<file path="src/rtl/ps2_pkg.sv">
// Shared definitions for the PS/2 mouse decoder: frame FSM states, packet bit positions, defaults.
// Latency: n/a (package only).
// Backpressure: n/a (package only).
package ps2_pkg;

    typedef enum logic [1:0] {
        ST_IDLE   = 2'd0,
        ST_DATA   = 2'd1,
        ST_PARITY = 2'd2,
        ST_STOP   = 2'd3
    } frame_state_t;

    // Bit positions inside packet byte 0
    localparam int BTN_LEFT_BIT   = 0;
    localparam int BTN_RIGHT_BIT  = 1;
    localparam int BTN_MIDDLE_BIT = 2;
    localparam int SYNC_BIT       = 3;
    localparam int X_SIGN_BIT     = 4;
    localparam int Y_SIGN_BIT     = 5;
    localparam int X_OVF_BIT      = 6;
    localparam int Y_OVF_BIT      = 7;

    localparam int DEF_X_MAX          = 639;
    localparam int DEF_Y_MAX          = 479;
    localparam int DEF_TIMEOUT_CYCLES = 100000;
    localparam int DEF_FILTER_LEN     = 8;

    // Saturate an 18-bit signed position into 0..max_v
    function automatic logic [15:0] clamp_pos(input logic signed [17:0] v,
                                              input logic [15:0]        max_v);
        logic signed [17:0] max_s;
        max_s = $signed({2'b00, max_v});
        if (v < 18'sd0)
            return 16'd0;
        else if (v > max_s)
            return max_v;
        else
            return v[15:0];
    endfunction

endpackage

</file>
<file path="src/rtl/ps2_rx_frame.sv">
// PS/2 byte receiver: 2-flop sync + stability filter on both lines, 11-bit frame FSM with idle timeout.
// Latency: byte_valid/byte_err are combinational in the cycle the stop bit is sampled (or timeout expires).
// Backpressure: none; the PS/2 device cannot be stalled, consumer must accept every pulse.
// Optional: PS2_PARITY_CHECK_EN enables odd-parity checking of each byte.
module ps2_rx_frame
    import ps2_pkg::*;
#(
    parameter int TIMEOUT_CYCLES = DEF_TIMEOUT_CYCLES,
    parameter int FILTER_LEN     = DEF_FILTER_LEN
) (
    input  logic       clk,
    input  logic       rst_n,
    input  logic       ps2_clk_i,
    input  logic       ps2_data_i,
    output logic       byte_valid,
    output logic [7:0] byte_data,
    output logic       byte_err
);

    localparam int CW = $clog2(FILTER_LEN) + 1;
    localparam int TW = $clog2(TIMEOUT_CYCLES + 1);

    // index 0 = PS/2 clock line, index 1 = PS/2 data line
    logic [1:0]    w_lines;
    logic [1:0]    r_s1;
    logic [1:0]    r_s2;
    logic [1:0]    r_filt;
    logic [CW-1:0] r_cnt [2];
    logic          r_clk_filt_d;
    logic          w_fall;
    logic          w_dat;

    frame_state_t  r_state, w_nxt_state;
    logic [7:0]    r_shift, w_nxt_shift;
    logic [2:0]    r_bit_cnt, w_nxt_bit_cnt;
    logic [TW-1:0] r_to_cnt;
    logic          w_timeout;
`ifdef PS2_PARITY_CHECK_EN
    logic          r_par_ok, w_nxt_par_ok;
`endif

    assign w_lines = {ps2_data_i, ps2_clk_i};
    assign w_fall  = r_clk_filt_d & ~r_filt[0];
    assign w_dat   = r_filt[1];

    // Synchronize both lines and accept a new level only after FILTER_LEN stable clocks
    always_ff @(posedge clk or negedge rst_n) begin
        if (!rst_n) begin
            r_s1         <= 2'b11;
            r_s2         <= 2'b11;
            r_filt       <= 2'b11;
            r_clk_filt_d <= 1'b1;
            for (int i = 0; i < 2; i++) r_cnt[i] <= '0;
        end else begin
            r_s1         <= w_lines;
            r_s2         <= r_s1;
            r_clk_filt_d <= r_filt[0];
            for (int i = 0; i < 2; i++) begin
                if (r_s2[i] == r_filt[i]) begin
                    r_cnt[i] <= '0;
                end else if (r_cnt[i] == CW'(FILTER_LEN - 1)) begin
                    r_filt[i] <= r_s2[i];
                    r_cnt[i]  <= '0;
                end else begin
                    r_cnt[i] <= r_cnt[i] + 1'b1;
                end
            end
        end
    end

    // Idle-clock counter: runs only mid-frame, cleared by every filtered falling edge
    always_ff @(posedge clk or negedge rst_n) begin
        if (!rst_n)
            r_to_cnt <= '0;
        else if (r_state == ST_IDLE || w_fall)
            r_to_cnt <= '0;
        else
            r_to_cnt <= r_to_cnt + 1'b1;
    end

    assign w_timeout = (r_state != ST_IDLE) && (r_to_cnt == TW'(TIMEOUT_CYCLES - 1));

    // Frame FSM state and shift register
    always_ff @(posedge clk or negedge rst_n) begin
        if (!rst_n) begin
            r_state   <= ST_IDLE;
            r_shift   <= '0;
            r_bit_cnt <= '0;
`ifdef PS2_PARITY_CHECK_EN
            r_par_ok  <= 1'b0;
`endif
        end else begin
            r_state   <= w_nxt_state;
            r_shift   <= w_nxt_shift;
            r_bit_cnt <= w_nxt_bit_cnt;
`ifdef PS2_PARITY_CHECK_EN
            r_par_ok  <= w_nxt_par_ok;
`endif
        end
    end

    // Frame FSM next state and byte outputs
    always_comb begin
        w_nxt_state   = r_state;
        w_nxt_shift   = r_shift;
        w_nxt_bit_cnt = r_bit_cnt;
`ifdef PS2_PARITY_CHECK_EN
        w_nxt_par_ok  = r_par_ok;
`endif
        byte_valid    = 1'b0;
        byte_err      = 1'b0;
        byte_data     = r_shift;
        if (w_fall) begin
            case (r_state)
                ST_IDLE: begin
                    // a high start bit is noise, stay idle
                    if (!w_dat) begin
                        w_nxt_state   = ST_DATA;
                        w_nxt_bit_cnt = '0;
                    end
                end
                ST_DATA: begin
                    w_nxt_shift = {w_dat, r_shift[7:1]};
                    if (r_bit_cnt == 3'd7)
                        w_nxt_state = ST_PARITY;
                    else
                        w_nxt_bit_cnt = r_bit_cnt + 1'b1;
                end
                ST_PARITY: begin
`ifdef PS2_PARITY_CHECK_EN
                    w_nxt_par_ok = ^{r_shift, w_dat};
`endif
                    w_nxt_state = ST_STOP;
                end
                default: begin
                    w_nxt_state = ST_IDLE;
                    if (!w_dat)
                        byte_err = 1'b1;
`ifdef PS2_PARITY_CHECK_EN
                    else if (!r_par_ok)
                        byte_err = 1'b1;
`endif
                    else
                        byte_valid = 1'b1;
                end
            endcase
        end else if (w_timeout) begin
            w_nxt_state = ST_IDLE;
            byte_err    = 1'b1;
        end
    end

endmodule

</file>
<file path="src/rtl/ps2_mouse_decoder.sv">
// PS/2 mouse decoder: assembles 3-byte packets and applies clamped deltas to cursor position/buttons.
// Latency: pkt_valid/outputs update one clock after the stop bit of byte 2 is sampled.
// Backpressure: none; packets are applied as they arrive. Optional: PS2_PARITY_CHECK_EN.
module ps2_mouse_decoder
    import ps2_pkg::*;
#(
    parameter int X_MAX          = DEF_X_MAX,
    parameter int Y_MAX          = DEF_Y_MAX,
    parameter int TIMEOUT_CYCLES = DEF_TIMEOUT_CYCLES,
    parameter int FILTER_LEN     = DEF_FILTER_LEN
) (
    input  logic        clk,
    input  logic        rst_n,
    input  logic        ps2_clk_i,
    input  logic        ps2_data_i,
    output logic [15:0] mouse_x,
    output logic [15:0] mouse_y,
    output logic [7:0]  mouse_click,
    output logic        pkt_valid,
    output logic        frame_err
);

    localparam logic [15:0] X_MAX_W = 16'(X_MAX);
    localparam logic [15:0] Y_MAX_W = 16'(Y_MAX);

    logic               w_byte_valid;
    logic [7:0]         w_byte_data;
    logic               w_byte_err;
    logic [1:0]         r_idx;
    logic [7:0]         r_b0;
    logic [7:0]         r_b1;
    logic signed [17:0] w_dx;
    logic signed [17:0] w_dy;
    logic signed [17:0] w_sum_x;
    logic signed [17:0] w_sum_y;
    logic               w_unused_sync;

    ps2_rx_frame #(
        .TIMEOUT_CYCLES (TIMEOUT_CYCLES),
        .FILTER_LEN     (FILTER_LEN)
    ) u_rx (
        .clk        (clk),
        .rst_n      (rst_n),
        .ps2_clk_i  (ps2_clk_i),
        .ps2_data_i (ps2_data_i),
        .byte_valid (w_byte_valid),
        .byte_data  (w_byte_data),
        .byte_err   (w_byte_err)
    );

    // sync bit only matters when byte 0 is first accepted
    assign w_unused_sync = r_b0[SYNC_BIT];

    // 9-bit deltas sign-extended to 18 bits; overflow flag forces the delta to zero
    always_comb begin
        w_dx = 18'sd0;
        w_dy = 18'sd0;
        if (!r_b0[X_OVF_BIT])
            w_dx = $signed({{9{r_b0[X_SIGN_BIT]}}, r_b0[X_SIGN_BIT], r_b1});
        if (!r_b0[Y_OVF_BIT])
            w_dy = $signed({{9{r_b0[Y_SIGN_BIT]}}, r_b0[Y_SIGN_BIT], w_byte_data});
        // PS/2 Y is up-positive; screen Y is down-positive
        w_sum_x = $signed({2'b00, mouse_x}) + w_dx;
        w_sum_y = $signed({2'b00, mouse_y}) - w_dy;
    end

    // Packet assembler: resync on byte 0, restart on any frame error, apply on byte 2
    always_ff @(posedge clk or negedge rst_n) begin
        if (!rst_n) begin
            r_idx       <= 2'd0;
            r_b0        <= '0;
            r_b1        <= '0;
            mouse_x     <= 16'(X_MAX / 2);
            mouse_y     <= 16'(Y_MAX / 2);
            mouse_click <= '0;
            pkt_valid   <= 1'b0;
            frame_err   <= 1'b0;
        end else begin
            pkt_valid <= 1'b0;
            frame_err <= w_byte_err;
            if (w_byte_err) begin
                r_idx <= 2'd0;
            end else if (w_byte_valid) begin
                case (r_idx)
                    2'd0: begin
                        if (w_byte_data[SYNC_BIT]) begin
                            r_b0  <= w_byte_data;
                            r_idx <= 2'd1;
                        end
                    end
                    2'd1: begin
                        r_b1  <= w_byte_data;
                        r_idx <= 2'd2;
                    end
                    default: begin
                        r_idx       <= 2'd0;
                        mouse_x     <= clamp_pos(w_sum_x, X_MAX_W);
                        mouse_y     <= clamp_pos(w_sum_y, Y_MAX_W);
                        mouse_click <= {5'b0, r_b0[BTN_MIDDLE_BIT], r_b0[BTN_RIGHT_BIT],
                                        r_b0[BTN_LEFT_BIT]};
                        pkt_valid   <= 1'b1;
                    end
                endcase
            end
        end
    end

endmodule

</file>
<file path="config.mk">
export PLATFORM = sky130hd
export DESIGN_NAME = ps2_mouse_decoder
export DESIGN_NICKNAME = d
export VERILOG_FILES = /design/src/rtl/ps2_pkg.sv /design/src/rtl/ps2_rx_frame.sv /design/src/rtl/ps2_mouse_decoder.sv
export SDC_FILE = /design/constraint.sdc
export NUM_CORES = 1
export LEC_CHECK = 0
export ABC_AREA = 1
export CORE_ASPECT_RATIO = 1.25
export CORE_MARGIN = 1
export CORE_UTILIZATION = 50
export CTS_CLUSTER_DIAMETER = 80
export DETAILED_ROUTE_END_ITERATION = 8
export DONT_BUFFER_PORTS = 1
export PLACE_DENSITY = 0.68
export SETUP_SLACK_MARGIN = 0.1
export SLEW_MARGIN = 10
export SYNTH_ARGS = -nofsm -noshare
export SYNTH_HDL_FRONTEND = slang
export SYNTH_SLANG_ARGS = --single-unit
</file>
<file path="constraint.sdc">
create_clock -name clk -period 2.6 [get_ports clk]
set_input_delay 0.13 -clock clk [delete_from_list [all_inputs] [get_ports clk]]
set_output_delay 0.13 -clock clk [all_outputs]
set_load 0.1 [all_outputs]
</file>
### Word-level counts from Yosys, hierarchy flattened

Cells that the tools add are included.

* bits in registers: 100
* bits of input ports: 4

* add/subtract/negate cells: 6
* $lt $le $gt $ge: 4
* equal/unequal tests: 14
* mux-type cells: 33
* bitwise gates (word level): 6
* reduce and logical (&&, ||, !) cells: 19

Operators by type and width (count)
* $mux 16: 4
* $lt 18x1->1 const B: 2
* $mux 18: 2
* $add 17x18->18: 1
* $gt 18x10->1 const B: 1
* $gt 18x11->1 const B: 1
* $sub 17x18->18: 1
* $add 17x1->17 const B: 1
* $eq 17x17->1 const B: 1
* $mux 17: 1
* $mux 4: 4
* $mux 2: 7
* $mux 1: 10
* $reduce_and 3->1: 3
* $add 4x1->4 const B: 2
* $eq 4x3->1 const B: 2
* $reduce_and 2->1: 4
* $reduce_and 4->1: 2
* $reduce_bool 2->1: 4
* $mux 3: 2
* $ne 3x3->1 const B: 2
* $pmux 2 s3: 1
* $pmux 3 s2: 1
* $not 1->1: 5
* other kinds (14): 18

### Logic depth before layout (Yosys ltp)

* word-level depth: 6
* depth in mapped cells: 20

### Modules after synthesis

From an unflattened synthesis, not the netlist that was laid out.

* cells, all modules: 909
* area, all modules: 6427.4 µm²

Modules (own cells, without submodules)
* ps2_mouse_decoder: times used 1, cells each 659, area an instance 4264.1 µm², seq. area each 1368.8 µm²
* ps2_rx_frame: times used 1, cells each 250, area an instance 2163.3 µm², seq. area each 1134.8 µm²

### Worst setup path after synthesis

No wires, ideal clock.

* path type: flip-flop to flip-flop
* start: reg mouse_x[0]
* end: reg mouse_x[9]
* setup time: 0.120 ns
* data arrival time: 2.610 ns
* path slack: -0.130 ns
* cell stages (with the launch flop): 18
* period minus slack after synthesis: 2.730 ns
* cells stage by stage: dfstp_2 -> ha_1 -> inv_1 -> fa_1 -> inv_1 -> nand3_1 -> nand3_1 -> nand3_1 -> nand2_1 -> nand2_1 -> nand2_1 -> nand2_1 -> nand2_1 -> nand3_2 -> nor2_4 -> nand3_1 -> nand2_1 -> nand2_1

* word-level cells in the longest chain between the ends: 4

RTL lines
* from (decl): line ps2_mouse_decoder.sv:16 `output logic [15:0] mouse_x,`
* from (signal assigned): line ps2_mouse_decoder.sv:73 `mouse_x <= 16'(X_MAX / 2);`
* from (signal assigned): line ps2_mouse_decoder.sv:97 `mouse_x <= clamp_pos(w_sum_x, X_MAX_W);`
* $add 17x18->18 (*): line ps2_mouse_decoder.sv:63 `w_sum_x = $signed({2'b00, mouse_x}) + w_dx;`
* $gt 18x11->1: line ps2_pkg.sv:35 `else if (v > max_s)`
* $mux 16: line ps2_pkg.sv:35
* $mux 16 (*): line ps2_pkg.sv:33 `if (v < 18'sd0)`

Every way passes the cells marked *; elsewhere a longest branch is shown, timed or not.
A chain may end at the register's enable or synchronous reset.

### Final worst setup path

* start: reg r_b0[6]
* end: reg mouse_x[6]

* word-level cells in the longest chain between the ends: 5

RTL lines
* from (decl): line ps2_mouse_decoder.sv:30 `logic [7:0] r_b0;`
* from (signal assigned): line ps2_mouse_decoder.sv:87 `r_b0 <= w_byte_data;`
* $mux 18 (*): line ps2_mouse_decoder.sv:58 `if (!r_b0[X_OVF_BIT])`
* $add 17x18->18 (*): line ps2_mouse_decoder.sv:63
* $gt 18x11->1: line ps2_pkg.sv:35
* $mux 16: line ps2_pkg.sv:35
* $mux 16 (*): line ps2_pkg.sv:33

Marked as above.

==> out/qor.yml <==
antenna_cells: 0
ir_worst_vdd_v: 0.000612
power_frac_comb: 0.155
drtIter0Drc: 259
ys_warn_count: 0
cap_violations: 0
setup_violations: 0
port_buffers: 0
grt_pass1_wl_microns: 23600
synth_top_flop_cell: "dfrtp_1"
grtUsageTotal: 0.231
core-area_sq_um: 12100
tightest_slew_ns: 0.884
antenna_found_initial: 0
p_total_w: 0.00361
ys_types: 40
stdcell_area_sq_um: 7810
final_nets: 952
rsz0062_at_grt: "true"
min_period_ns: 2.57
hold_path.class: "in -> reg"
finalClockSkew_ns: 0.0101
h-tree-depth: 3
p_int_w: 0.00249
grt_max_degree: 100
mostFrequentLayoutCell: "nand2_1"
dpl.hpwl_microns: 10400
cts_root_buf: "clkbuf_16"
power.density_nw_per_um2: 462
cts_buffers: 9
cp.arrival_ns: 2.80
finalMaxSlewViolations: 0
grt.overflow.total: 0
dpl-instance-area_sq_um: 6690
power_frac_clock: 0.359
die_w_microns: 101
power.switching_w: 0.00112
rows: 45
vias: 5695
cts_sinks: 99
ant_nets: 0
place.gp.congestion: 0.895
max_freq_mhz: 389
die_y_microns: 126
seqPwrFrac: 0.485
cts_tree: "done"
p_sw_frac: 0.309
syn_to_final_growth_pct: 26.5
wirelength_microns: 14900
syn_area_sq_um: 6170
status: "complete, no violations"
post_drt_wl_per_cell_microns: 13.8
drt-pass1-iter-count: 5
synthCells: 844
grt_pass1_vias: 5326
hold_violations: 0
synth_seq_area_share: 0.405
worst-endpoint-required_ns: 2.83
fin_crit_sh: 0.989
synthArstFlopShare: 1.00
syn_avg_cell_area_sq_um: 7.32
viasPerCell: 5.27
crit_fanout: 5
critPathKind: "reg -> reg"
drive_gt1_frac: 0.276
clockBufferDepth: 2
layout_common_cells: "248 x nand2_1, 112 x inv_1, 68 x dfrtp_1"
io_pins: 46
synth_edf_count: 0
fin_util: 0.645
start_kind: "register"
dieArea_sq_um: 12800
start_util: 0.510
path_clk_slew_ns: 0.08
maxSlewHeadroom: 0.411
cp-end-kind: "register"
synth_seq_cells: 99
p_leak_nw: 3.99
drc: 0
clk_latency_ns: 0.34
## what timing repair did
action,4_1_cts,5_1_grt
hold buffers,4,0
buffers inserted,1,13
gates resized for setup,17,139
pin swaps,6,48
setup endpoints to repair,19,34
gates cloned,3,1
hold endpoints to repair,101,0
## critical path: stages (launching register included)
cell and delay (ns):
dfrtp_2 0.44, buf_6 0.15, nor2_1 0.14, ha_1 0.31, nand2_2 0.10, inv_1 0.08, a21oi_2 0.20, nand2_4 0.10
nand3_2 0.10, buf_4 0.11, nand3_1 0.08, nand2_2 0.13, nand3_4 0.10, nor2_4 0.21, nand3_2 0.08, nand2_1 0.07
nand2_1 0.07
## synth_stat cells (all sizes together) (2+ instances only)
cell	count	area share
xor2	8	0.011
o21bai	2	0.0024
o21ai	47	0.038
ha	35	0.071
clkbuf	2	0.0012
nand3b	9	0.011
xnor2	10	0.014
nor3	10	0.0081
a41o	2	0.0036
clkinv	2	0.0012
nand2	296	0.18
buf	11	0.015
nor2	72	0.050
inv	126	0.077
dfrtp	78	0.32
o41ai	2	0.0028
dfstp	21	0.089
nor4	3	0.0030
nand4	9	0.0091
fa	2	0.0065
nand3	54	0.045
a21oi	32	0.026
a211oi	3	0.0036
## cell families (layout without fill, tap and decap cells)
family                   count (synthesis)  after routing  share of synthesized area
AO/OA/AOI/OAI                           93             93                     0.0835
XOR/XNOR                                18             18                     0.0255
adder cells (fa/ha/maj)                 37             37                     0.0774
buffers and inverters                  141            206                     0.0944
flip-flops                              99             99                      0.405
multiplexers                             1              1                    0.00182
other                                    1              5                   0.000607
AND/OR/NAND/NOR                        454            457                      0.311
## sequential cells by signal, summed over array words and instances (netlist names)
name               cells
mouse_click            3
u_rx.byte_data         8
mouse_x               16
mouse_y               16
u_rx.r_s2              2
r_idx                  2
r_b1                   8
u_rx.r_bit_cnt         3
r_b0                   7
frame_err              1
pkt_valid              1
u_rx.r_to_cnt         17
u_rx.r_filt            2
u_rx.r_s1              2
u_rx.r_cnt             8
u_rx.r_clk_filt_d      1
u_rx.r_state           2
## worst paths after layout
path | from | to | slack (ns) | cells past startpoint
min in group asynchronous | rst_n | mouse_y[14]$_DFFE_PN0P_ | 0.34 | 2
worst max register to register | r_b0[6]$_DFFE_PN0P_ | mouse_x[6]$_DFFE_PN0P_ | 0.03 | 16
max in group asynchronous | rst_n | mouse_y[5]$_DFFE_PN1P_ | 1.83 | 2
worst max-delay path | r_b0[6]$_DFFE_PN0P_ | mouse_x[6]$_DFFE_PN0P_ | 0.03 | 16
worst min register to register | u_rx.r_s1[1]$_DFF_PN1_ | u_rx.r_s2[1]$_DFF_PN1_ | 0.36 | 0
worst min-delay path | ps2_data_i | u_rx.r_s1[1]$_DFF_PN1_ | 0.32 | 1
## metrics by stage
| stage | cells | setup slack, ns | hold WS [ns] | setup TNS (ns) |
|---|---|---|---|---|
| global route | 1080 | -0.0920 | 0.305 | -0.328 |
| floorplan | 848 | 0.103 | -0.166 | 0 |
| detailed placement | 1042 | -0.109 | -0.163 | -0.492 |
| finish | 1080 | 0.0291 | 0.318 | 0 |
| global placement | 1042 | -0.0626 | -0.162 | -0.207 |
| CTS | 1066 | 0.0877 | 0.305 | 0 |
## power groups by stage
| stage | logic [W] | clock network (W) | registers (W) |
|---|---|---|---|
| 6_report | 0.000561 | 0.00130 | 0.00175 |
| 3_5_place_dp | 0.000477 | 0 | 0.00178 |
| 4_1_cts | 0.000530 | 0.00134 | 0.00175 |
| 3_3_place_gp | 0.000451 | 0 | 0.00177 |
| 5_1_grt | 0.000636 | 0.00140 | 0.00176 |
| 2_1_floorplan | 0.000373 | 0 | 0.00176 |
## layout make-up
type | instances | area [sq um]
Multi-Input combinational cell | 611 | 3740
Clock buffer | 9 | 225
Tap cell | 164 | 205
Timing Repair Buffer | 62 | 546
Sequential cell | 99 | 2540
Clock inverter | 7 | 68.8
Fill cell | 1008 | 4300
Inverter | 128 | 487
## routing by layer
metal / vias to the layer above / track usage / share of wire
li1: 2807 / - / -
met1: 2713 / 0.279 / 0.42
met2: 135 / 0.399 / 0.52
met3: 40 / 0.0394 / 0.031
met4: 0 / 0.105 / 0.034
met5: - / 0 / 0
Power figures use the tool's default switching activity.
